<file path="config.mk">
export PLATFORM = sky130hd
export DESIGN_NAME = uart_rx_datapath_flat
export DESIGN_NICKNAME = d
export VERILOG_FILES = /design/src/rtl/uart_rx_datapath_if.sv /design/src/rtl/uart_rx_datapath.sv /design/src/flat_wrapper.sv
export SDC_FILE = /design/constraint.sdc
export NUM_CORES = 1
export LEC_CHECK = 0
export CORE_MARGIN = 2
export CORE_UTILIZATION = 40
export DETAILED_ROUTE_END_ITERATION = 8
export HOLD_SLACK_MARGIN = 0.12
export PLACE_DENSITY = 0.72
export REMOVE_ABC_BUFFERS = 1
export SYNTH_ARGS = -nofsm -noshare
export SYNTH_HDL_FRONTEND = slang
export SYNTH_SLANG_ARGS = --single-unit
</file>
<file path="constraint.sdc">
create_clock -name clk -period 1.6 [get_ports clk]
set_input_delay 0.4 -clock clk [delete_from_list [all_inputs] [get_ports clk]]
set_output_delay 0.4 -clock clk [all_outputs]
set_load 0.05 [all_outputs]
</file>
<file path="src/rtl/uart_rx_datapath_if.sv">
// Bundles the serial line, oversample enable and received-frame outputs of the UART receiver.
// The slave modport is the receiver; the master modport drives the line and consumes frames.
interface uart_rx_datapath_if;
   logic       rx_in;
   logic       tick;
   logic [7:0] data_out;
   logic       data_valid;
   logic       parity_err;
   logic       frame_err;
   logic       busy;

   modport master (
      output rx_in,
      output tick,
      input  data_out,
      input  data_valid,
      input  parity_err,
      input  frame_err,
      input  busy
   );

   modport slave (
      input  rx_in,
      input  tick,
      output data_out,
      output data_valid,
      output parity_err,
      output frame_err,
      output busy
   );
endinterface

</file>
<file path="src/rtl/uart_rx_datapath.sv">
// Oversampling UART receiver: start validation at mid-bit, 8 data + parity + stop, LSB first.
// Presents each completed frame with a one-clk data_valid strobe and sticky status flags.
module uart_rx_datapath #(
   parameter int unsigned OVERSAMPLE = 16,
   parameter bit          PARITY_ODD = 1'b0
) (
   input logic               clk,
   input logic               reset_n,
   uart_rx_datapath_if.slave rx_if
);

   localparam int unsigned   CW       = $clog2(OVERSAMPLE);
   localparam logic [CW-1:0] MID_CNT  = CW'(OVERSAMPLE / 2 - 1);
   localparam logic [CW-1:0] LAST_CNT = CW'(OVERSAMPLE - 1);

   typedef enum logic [2:0] {
      IDLE  = 3'd0,
      START = 3'd1,
      DATA  = 3'd2,
      STOP  = 3'd3,
      BREAK = 3'd4
   } state_t;

   // Nonzero result means the nine received bits fail the configured parity.
   function automatic logic parity_fail(input logic [8:0] bits, input logic odd);
      return (^bits) ^ odd;
   endfunction

   state_t        state_r, state_s;
   logic          rx_meta_r, rx_sync_r;
   logic [CW-1:0] sample_cnt_r, sample_cnt_s;
   logic [3:0]    bit_cnt_r, bit_cnt_s;
   logic [8:0]    shreg_r, shreg_s;
   logic [7:0]    data_r, data_s;
   logic          valid_r, valid_s;
   logic          perr_r, perr_s;
   logic          ferr_r, ferr_s;
   logic          busy_r;

   // Two-flop synchronizer plus all frame state; everything resets synchronously.
   always_ff @(posedge clk) begin
      if (!reset_n) begin
         rx_meta_r    <= 1'b1;
         rx_sync_r    <= 1'b1;
         state_r      <= IDLE;
         sample_cnt_r <= '0;
         bit_cnt_r    <= 4'd0;
         shreg_r      <= 9'd0;
         data_r       <= 8'd0;
         valid_r      <= 1'b0;
         perr_r       <= 1'b0;
         ferr_r       <= 1'b0;
         busy_r       <= 1'b0;
      end else begin
         rx_meta_r    <= rx_if.rx_in;
         rx_sync_r    <= rx_meta_r;
         state_r      <= state_s;
         sample_cnt_r <= sample_cnt_s;
         bit_cnt_r    <= bit_cnt_s;
         shreg_r      <= shreg_s;
         data_r       <= data_s;
         valid_r      <= valid_s;
         perr_r       <= perr_s;
         ferr_r       <= ferr_s;
         busy_r       <= (state_s != IDLE);
      end
   end

   // Next-state and datapath updates; only tick edges advance the frame, valid self-clears.
   always_comb begin
      state_s      = state_r;
      sample_cnt_s = sample_cnt_r;
      bit_cnt_s    = bit_cnt_r;
      shreg_s      = shreg_r;
      data_s       = data_r;
      valid_s      = 1'b0;
      perr_s       = perr_r;
      ferr_s       = ferr_r;
      if (rx_if.tick) begin
         case (state_r)
            IDLE: begin
               if (!rx_sync_r) begin
                  state_s      = START;
                  sample_cnt_s = '0;
               end else begin
                  state_s = IDLE;
               end
            end
            START: begin
               if (sample_cnt_r == MID_CNT) begin
                  if (!rx_sync_r) begin
                     state_s      = DATA;
                     sample_cnt_s = '0;
                     bit_cnt_s    = 4'd0;
                  end else begin
                     state_s = IDLE;
                  end
               end else begin
                  sample_cnt_s = sample_cnt_r + 1'b1;
               end
            end
            DATA: begin
               sample_cnt_s = sample_cnt_r + 1'b1;
               if (sample_cnt_r == LAST_CNT) begin
                  shreg_s   = {rx_sync_r, shreg_r[8:1]};
                  bit_cnt_s = bit_cnt_r + 4'd1;
                  if (bit_cnt_r == 4'd8) begin
                     state_s      = STOP;
                     sample_cnt_s = '0;
                  end else begin
                     state_s = DATA;
                  end
               end else begin
                  state_s = DATA;
               end
            end
            STOP: begin
               sample_cnt_s = sample_cnt_r + 1'b1;
               if (sample_cnt_r == LAST_CNT) begin
                  data_s  = shreg_r[7:0];
                  perr_s  = parity_fail(shreg_r, PARITY_ODD);
                  ferr_s  = ~rx_sync_r;
                  valid_s = 1'b1;
                  state_s = rx_sync_r ? IDLE : BREAK;
               end else begin
                  state_s = STOP;
               end
            end
            BREAK: begin
               // A held-low line must go high before another start is accepted.
               if (rx_sync_r) begin
                  state_s = IDLE;
               end else begin
                  state_s = BREAK;
               end
            end
            default: begin
               state_s = IDLE;
            end
         endcase
      end else begin
         state_s = state_r;
      end
   end

   assign rx_if.data_out   = data_r;
   assign rx_if.data_valid = valid_r;
   assign rx_if.parity_err = perr_r;
   assign rx_if.frame_err  = ferr_r;
   assign rx_if.busy       = busy_r;

endmodule

</file>
<file path="src/flat_wrapper.sv">
// flat-port wrapper written by rule: the top's interface ports become plain ports
module uart_rx_datapath_flat 
#(
   parameter int unsigned OVERSAMPLE = 16,
   parameter bit          PARITY_ODD = 1'b0
)
  (clk, reset_n, rx_if_rx_in, rx_if_tick, rx_if_data_out, rx_if_data_valid, rx_if_parity_err, rx_if_frame_err, rx_if_busy);
  uart_rx_datapath_if rx_if_i ();
  input logic clk;
  input logic reset_n;
  input wire logic [$bits(rx_if_i.rx_in)-1:0] rx_if_rx_in;
  input wire logic [$bits(rx_if_i.tick)-1:0] rx_if_tick;
  output wire logic [$bits(rx_if_i.data_out)-1:0] rx_if_data_out;
  output wire logic [$bits(rx_if_i.data_valid)-1:0] rx_if_data_valid;
  output wire logic [$bits(rx_if_i.parity_err)-1:0] rx_if_parity_err;
  output wire logic [$bits(rx_if_i.frame_err)-1:0] rx_if_frame_err;
  output wire logic [$bits(rx_if_i.busy)-1:0] rx_if_busy;
  assign rx_if_i.rx_in = rx_if_rx_in;
  assign rx_if_i.tick = rx_if_tick;
  assign rx_if_data_out = rx_if_i.data_out;
  assign rx_if_data_valid = rx_if_i.data_valid;
  assign rx_if_parity_err = rx_if_i.parity_err;
  assign rx_if_frame_err = rx_if_i.frame_err;
  assign rx_if_busy = rx_if_i.busy;
  uart_rx_datapath #(.OVERSAMPLE(OVERSAMPLE), .PARITY_ODD(PARITY_ODD)) u_core (.clk(clk), .reset_n(reset_n), .rx_if(rx_if_i));
endmodule
</file>
[Word-level counts from Yosys, hierarchy flattened]
Cells that the tools add are included.
Storage, ports and cells
  flip-flop bits (word level): 34
  output and inout port bits: 12
  word-level logic and storage cells: 53
Cells by class
  add/subtract/negate cells: 2
  equality and inequality tests: 10
  multiplexer cells: 19
  bitwise operators: 1
  reduce and logical (&&, ||, !) cells: 10
Operators with widths (count)
  $mux 4: 7
  $pmux 4 s4: 1
  $pmux 3 s5: 1
  $mux 3: 4
  $reduce_and 3->1: 3
  $reduce_xor 9->1: 1
  $add 4x1->4 const B: 2
  $eq 4x4->1 const B: 2
  $pmux 4 s2: 1
  $eq 3x2->1 const B: 2
  $reduce_and 5->1: 1
  $eq 4x3->1 const B: 1
  $mux 1: 4
  $ne 2x1->1 const B: 2
  $reduce_bool 4->1: 1
  $eq 3x1->1 const B: 1
  $eq 3x3->1 const B: 1
  $logic_not 3->1: 1
  $reduce_bool 3->1: 1
  $mux 2: 1
  $ne 2x2->1 const B: 1
  $reduce_and 2->1: 1
  $reduce_bool 2->1: 1
  $not 1->1: 1

[Depth between registers and ports, before layout]
Gate-level depths: netlist of run 1.
  word-level depth: 6
  gate-level depth with buffers: 7

[Worst setup path after synthesis of run 1]
OpenSTA, ideal clock, no wires.
  path type: flip-flop to flip-flop
  start point: register u_core.sample_cnt_r[0]
  end point: register u_core.perr_r, in the netlist u_core.rx_if.parity_err
  arrival time: 1.460 ns
  required time: 1.480 ns
  setup slack: 0.020 ns
  stages on the path, launching flop included: 7
  cell sequence: dfxtp_1 > ha_1 > and4b_1 > buf_4 > nand4_4 > and3_1 > a211o_1
On the way
  word-level cells in the longest chain between the ends: 2
Ends and longest elaborated chain
  from (decl): line uart_rx_datapath.sv:31  | logic [CW-1:0] sample_cnt_r, sample_cnt_s;
  from (signal assigned): line uart_rx_datapath.sv:58  | sample_cnt_r <= sample_cnt_s;
  $eq 4x4->1: line uart_rx_datapath.sv:119  | if (sample_cnt_r == LAST_CNT) begin
  $reduce_and 3->1 (no source line)
  to (signal assigned): line uart_rx_datapath.sv:63  | perr_r <= perr_s;
  to (decl): line uart_rx_datapath.sv:36  | logic perr_r, perr_s;
Every way passes these cells.
A chain may end at the register's enable or synchronous reset.

[Worst setup path in the final report of run 1]
  start point: input rx_if_tick
  end point: register u_core.perr_r, in the netlist u_core.rx_if.parity_err
On the way
  word-level cells in the longest chain between the ends: 1
Ends and longest elaborated chain
  from (decl): line flat_wrapper.sv:12  | input wire logic [$bits(rx_if_i.tick)-1:0] rx_if_tick;
  $reduce_and 3->1 (no source line)
Every way passes these cells.

==> results.sh, run 1 <==
export IMPL_status="completed"
export IMPL_fp_dieH_um=67.45
export IMPL_worst_ep_arrival_time_ns=1.73
export IMPL_cp_start_kind="primary input"
export IMPL_power_frac_seq=0.558
export IMPL_synth_ff_type="dfxtp_1"
export IMPL_wl_mm=3.242
export IMPL_drive_above_1_share=0.2422
export IMPL_synth_async_reset_ratio=0
export IMPL_ff2ff_setup_slack_ns=0.06
export IMPL_fp_dieW_um=67.45
export IMPL_worst_slew_pin_transition_ns=0.3988
export IMPL_max_freq_ghz=0.6414
export IMPL_place_congestion=0.8655
export IMPL_cts_made_buffers=5
export IMPL_p_leak_nw=0.8514
export IMPL_clockPowerShare=0.385
export IMPL_postCtsHoldBufs=0
export IMPL_ir_drop_v=0.0004555
export IMPL_track_usage=0.1644
export IMPL_period_minus_slack_ns=1.559
export IMPL_vias=1394
export IMPL_seq_area_frac_synth=0.4227
export IMPL_ios=16
export IMPL_p_switching_w=0.0003577
export IMPL_synthesis_instances=190
export IMPL_maxSlewHeadroom=0.7338
export IMPL_holdPathStages=1
export IMPL_placementRows=23
export IMPL_drt_pass1_iter_count=6
export IMPL_ff2ff_path_depth=6
export IMPL_fin_crit_sh=0.9744
export IMPL_synth_avg_cell_area_um2=8.475
export IMPL_path_max_fanout=4
export IMPL_cts_tree="built"
export IMPL_antenna_cells=0
export IMPL_dp_hpwl_mm=2.342
export IMPL_p_int_w=0.001186
export IMPL_postRouteAntennaNets=0
export IMPL_overflow=0
export IMPL_drt_iter0_drc=96
export IMPL_total_power_w=0.001544
export IMPL_p_per_area_nw_per_um2=716.7
export IMPL_coreArea_um2=3943
export IMPL_switching_share=0.2316
export IMPL_clk_pin_slew_ns=0.07
export IMPL_combPwrFrac=0.056
export IMPL_fin_nets=230
export IMPL_skew_ns=0.006181
export IMPL_vias_per_cell=5.106
export IMPL_grt_max_degree=19
export IMPL_drc=0
export IMPL_ctsRootBufferMaster="clkbuf_8"
export IMPL_yosys_warnings=0
export IMPL_finalSetupViolations=0
export IMPL_netlist_area_um2=1610
export IMPL_maxSlewViolCount=0
export IMPL_portBuffers=15
export IMPL_drt_wirelength_per_cell_um=11.88
export IMPL_first_global_vias=1220
export IMPL_path_class="primary input to register"
export IMPL_cts_buffer_depth=2
export IMPL_fin_setup_tns_ns=0
export IMPL_areaGrowthSynthToFinish_pct=33.80
export IMPL_synth_seq_cells=34
export IMPL_dieArea_um2=4550
export IMPL_antenna_found_initial=0
export IMPL_yosysUniqueCellTypes=47
export IMPL_rsz0062_at_grt="yes"
export IMPL_grt_pass1_wl_mm=5.533
export IMPL_synth_edff_count=0
export IMPL_maxCapViolCount=0
export IMPL_initial_core_util=0.4084
export IMPL_hold_violations=0
export IMPL_htreeDepth=2
export IMPL_crit_required_ns=1.77
export IMPL_hp_class="register to register"
export IMPL_clock_sinks=34
export IMPL_end_kind="register"
export IMPL_clock_latency_ns=0.28
logic make-up after synthesis:
family                     after synthesis  synth area share
adders and majority gates                3           0.02331
muxes                                    1          0.006216
DFF                                     34            0.4227
buffers and inverters                   18           0.05827
AOI/OAI and AO/OA                       51            0.1958
and+or+nand+nor                         76            0.2471
xor gates and xnor gates                 7           0.04662
synth_stat cells, types with 4 or more instances:
cell type,number,area share
nand2_1,41,0.096
dfxtp_1,34,0.42
a21oi_1,26,0.081
o21ai_0,7,0.022
nor2_1,6,0.014
buf_2,5,0.016
inv_1,5,0.012
nand2b_1,5,0.019
xnor2_1,4,0.022
through the flow:
stage | util | std cells | hold slack, ns | worst slack [ns] | cell area (um2)
floorplan | - | 177 | 0.3863 | -0.1173 | 1535
global placement | 0.5195 | 266 | 0.3885 | -0.2985 | 2048
detailed placement | 0.5195 | 266 | 0.3955 | -0.3460 | 2048
CTS | 0.5398 | 273 | 0.4118 | 0.01737 | 2128
global route | 0.5465 | 273 | 0.4378 | -0.001126 | 2155
finish | 0.5465 | 273 | 0.4074 | 0.04096 | 2155
what timing repair did:
item | in CTS | in global routing
gates cloned | 0 | 0
endpoints found under the setup margin | 8 | 17
buffers inserted | 0 | 0
hold endpoints to repair | 0 | 0
pin swaps | 0 | 3
resized for setup | 2 | 11
power by group through the flow:
stage	Clock (W)	Combinational (W)	Sequential, W
detailed placement	0	0.0000864	0.000881
finish	0.000595	0.0000870	0.000862
CTS	0.000616	0.0000866	0.000862
global route	0.000654	0.0000948	0.000863
global placement	0	0.0000858	0.000881
floorplan	0	0.0000318	0.000888
layout make-up:
class / count / area [um2]
repair buffers: 39 / 457.9
fillers: 350 / 1788
well taps: 50 / 62.56
flip-flops and latches: 34 / 683.2
clock buffers: 5 / 68.82
clock inverters: 2 / 10.01
inverters: 5 / 18.77
multi-input cells: 138 / 853.3
flip-flops by register name, summed over array words and instances (netlist names), 3 cells and up:
signal	cells
u_core.bit_cnt_r	4
u_core.shreg_r	9
u_core.sample_cnt_r	4
u_core.state_r	3
u_core.rx_if.data_out	8
placed cells by master, fill, tap and decap left out, types with 3 or more instances in the layout:
cell type | netlist | final
a21oi_1 | 26 | 25
buf_12 | 0 | 12
buf_4 | 3 | 22
clkbuf_8 | 0 | 5
clkdlybuf4s50_1 | 0 | 3
dfxtp_1 | 34 | 32
inv_1 | 5 | 5
nand2_1 | 41 | 41
nand2b_1 | 5 | 5
nand3_1 | 3 | 3
nor2_1 | 6 | 6
o21ai_0 | 7 | 5
xnor2_1 | 4 | 4
layer usage:
layer	global-route usage	vias up	share of wire
met5	0	-	0
li1	-	729	-
met4	0.07653	0	0.018
met3	0.05333	5	0.041
met2	0.2401	28	0.44
met1	0.2195	632	0.50
critical path, stage by stage:
cell             delay, ns
clkdlybuf4s50_1       0.47
and4b_2               0.29
nand4_4               0.11
and3_1                0.20
a211o_1               0.26
worst paths after layout:
kind | end | from
setup / recovery | u_core.rx_if.parity_err | rx_if_tick
hold / removal | u_core.rx_sync_r | u_core.rx_meta_r
setup reg to reg | u_core.sample_cnt_r[1] | u_core.sample_cnt_r[0]
hold reg to reg | u_core.rx_sync_r | u_core.rx_meta_r
No activity file was read; power rests on OpenSTA's default activity.
==> run 2: changes to the inputs <==
CORE_UTILIZATION = 45   (was 40)
PLACE_DENSITY = 0.78   (was 0.72)
==> run 2 against run 1 <==
Net effect: flip-flop and latch count unchanged; highest routed layer unchanged; combinational power up 7.5%; global-route usage up 2.4 points; cell count down 0.37%; largest cell class unchanged; via count up 5.7%.
==> results.sh, run 2 (synthesized netlist as in run 1, its figures left out) <==
export IMPL_drive_above_1_share=0.2566
export IMPL_ir_drop_v=0.0005735
export IMPL_timing_rr_start="u_core.sample_cnt_r[0]"
export IMPL_wl_mm=3.505
export IMPL_antenna_found_initial=0
export IMPL_max_freq_ghz=0.6436
export IMPL_p_per_area_nw_per_um2=801.4
export IMPL_antenna_cells=0
export IMPL_overflow=0
export IMPL_hp_class="register to register"
export IMPL_drt_wirelength_per_cell_um=12.89
export IMPL_end_kind="register"
export IMPL_dr_wl_met2_mm=1.576
export IMPL_switching_share=0.2129
export IMPL_areaGrowthSynthToFinish_pct=36.52
export IMPL_combPwrFrac=0.053
export IMPL_postCtsHoldBufs=0
export IMPL_regMostFlops="u_core.shreg_r"
export IMPL_min_from="u_core.rx_meta_r"
export IMPL_track_usage=0.1883
export IMPL_maxCapViolCount=0
export IMPL_drt_iter0_drc=94
export IMPL_p_switching_w=0.0003751
export IMPL_fin_setup_tns_ns=0
export IMPL_worst_ep_arrival_time_ns=1.84
export IMPL_maxSlewHeadroom=0.7706
export IMPL_maxSlewViolCount=0
export IMPL_fp_dieH_um=63.82
export IMPL_fillers=255
export IMPL_initial_core_util=0.4751
export IMPL_rsz0062_at_grt="no"
export IMPL_coreArea_um2=3390
export IMPL_portBuffers=15
export IMPL_grt_max_degree=20
export IMPL_skew_ns=0.01028
export IMPL_clockPowerShare=0.457
export IMPL_dieArea_um2=4073
export IMPL_maxUsedRoutingLayer="met4"
export IMPL_startpoint="u_core.sample_cnt_r[0]"
export IMPL_power_frac_seq=0.490
export IMPL_p_leak_nw=0.8722
export IMPL_hold_violations=0
export IMPL_status="completed"
export IMPL_path_class="register to register"
export IMPL_cp_start_kind="register"
export IMPL_htreeDepth=2
export IMPL_holdWs_ns=0.4377
export IMPL_path_max_fanout=5
export IMPL_ios=16
export IMPL_drt_pass1_iter_count=4
export IMPL_vias_per_cell=5.419
export IMPL_first_global_vias=1377
export IMPL_clk_pin_slew_ns=0.11
export IMPL_clock_latency_ns=0.35
export IMPL_mostFrequentLayoutCell="nand2_1"
export IMPL_largest_reg_flops=9
export IMPL_fp_dieW_um=63.82
export IMPL_vias=1474
export IMPL_p_int_w=0.001387
export IMPL_place_congestion=0.8478
export IMPL_drc=0
export IMPL_clock_sinks=34
export IMPL_cts_buffer_depth=2
export IMPL_placementRows=21
export IMPL_fin_nets=232
export IMPL_period_minus_slack_ns=1.554
export IMPL_dp_hpwl_mm=2.468
export IMPL_grt_pass1_wl_mm=6.003
export IMPL_cts_tree="built"
export IMPL_wl_met1_mm=1.670
export IMPL_crit_required_ns=1.89
export IMPL_finalSetupViolations=0
export IMPL_ctsRootBufferMaster="clkbuf_4"
export IMPL_wl_met3_um=154
export IMPL_final_cell_mix="41 x nand2_1, 31 x dfxtp_1, 25 x a21oi_1, 25 x buf_4, 12 x buf_12"
export IMPL_worst_slew_pin_transition_ns=0.3418
export IMPL_fin_crit_sh=0.9710
export IMPL_postRouteAntennaNets=0
export IMPL_cts_made_buffers=5
## run 2: changes by cell type in the layout (fill, tap and decap cells not counted), sizes merged
cell | before | now
clkinv | 2 | 1
buf | 36 | 38
bufinv | 0 | 2
## run 2: layout make-up
type	instances	area, um2	area share
Tap cell	46	57.56	0.02618
Timing Repair Buffer	41	469.2	0.2134
Multi-Input combinational cell	138	862.1	0.3921
Sequential cell	34	684.4	0.3113
Clock inverter	3	68.82	0.03130
Inverter	5	18.77	0.008537
Clock buffer	5	37.54	0.01707
## run 2: path summary, 6_finish.rpt
kind	to	slack, ns	depth (start not counted)
hold reg to reg	u_core.rx_sync_r	0.44	1
setup reg to reg	u_core.sample_cnt_r[1]	0.05	6
hold / removal	u_core.rx_sync_r	0.44	1
setup / recovery	u_core.sample_cnt_r[1]	0.05	6
## run 2: per-stage QoR
step | setup slack, ns | util | cells | instance area [um2] | total power (W)
after floorplan | -0.1173 | - | 177 | 1535 | 0.0009200
after global placement | -0.3046 | 0.6050 | 263 | 2051 | 0.0009711
after global routing | 0.001992 | 0.6486 | 272 | 2198 | 0.001833
final | 0.04633 | 0.6486 | 272 | 2198 | 0.001762
after CTS | 0.01366 | 0.6368 | 271 | 2158 | 0.001771
after detailed placement | -0.3586 | 0.6050 | 263 | 2051 | 0.0009724
## run 2: critical path, stage by stage (launching register included)
cell      delay, ns
dfxtp_1        0.35
ha_4           0.17
buf_4          0.14
nand3b_1       0.12
or2_4          0.14
or4b_4         0.45
a21oi_2        0.12
## run 2: power groups by stage
stage	Sequential (W)	Combinational, W	Clock, W
after detailed placement	0.000882	0.0000909	0
after CTS	0.000862	0.0000913	0.000818
after floorplan	0.000888	0.0000318	0
after global placement	0.000882	0.0000895	0
final	0.000863	0.0000935	0.000805
after global routing	0.000865	0.000102	0.000867
## run 2: repair_timing
action	CTS	global route
pin swaps	0	2
cloned	0	0
resized for setup	1	12
buffers inserted	0	1
endpoints found under the setup margin	1	19
## run 2: layer usage
metal,track usage,vias up
li1,-,731
met4,0.1005,0
met1,0.2483,700
met5,0,-
met2,0.2760,33
met3,0.05458,10
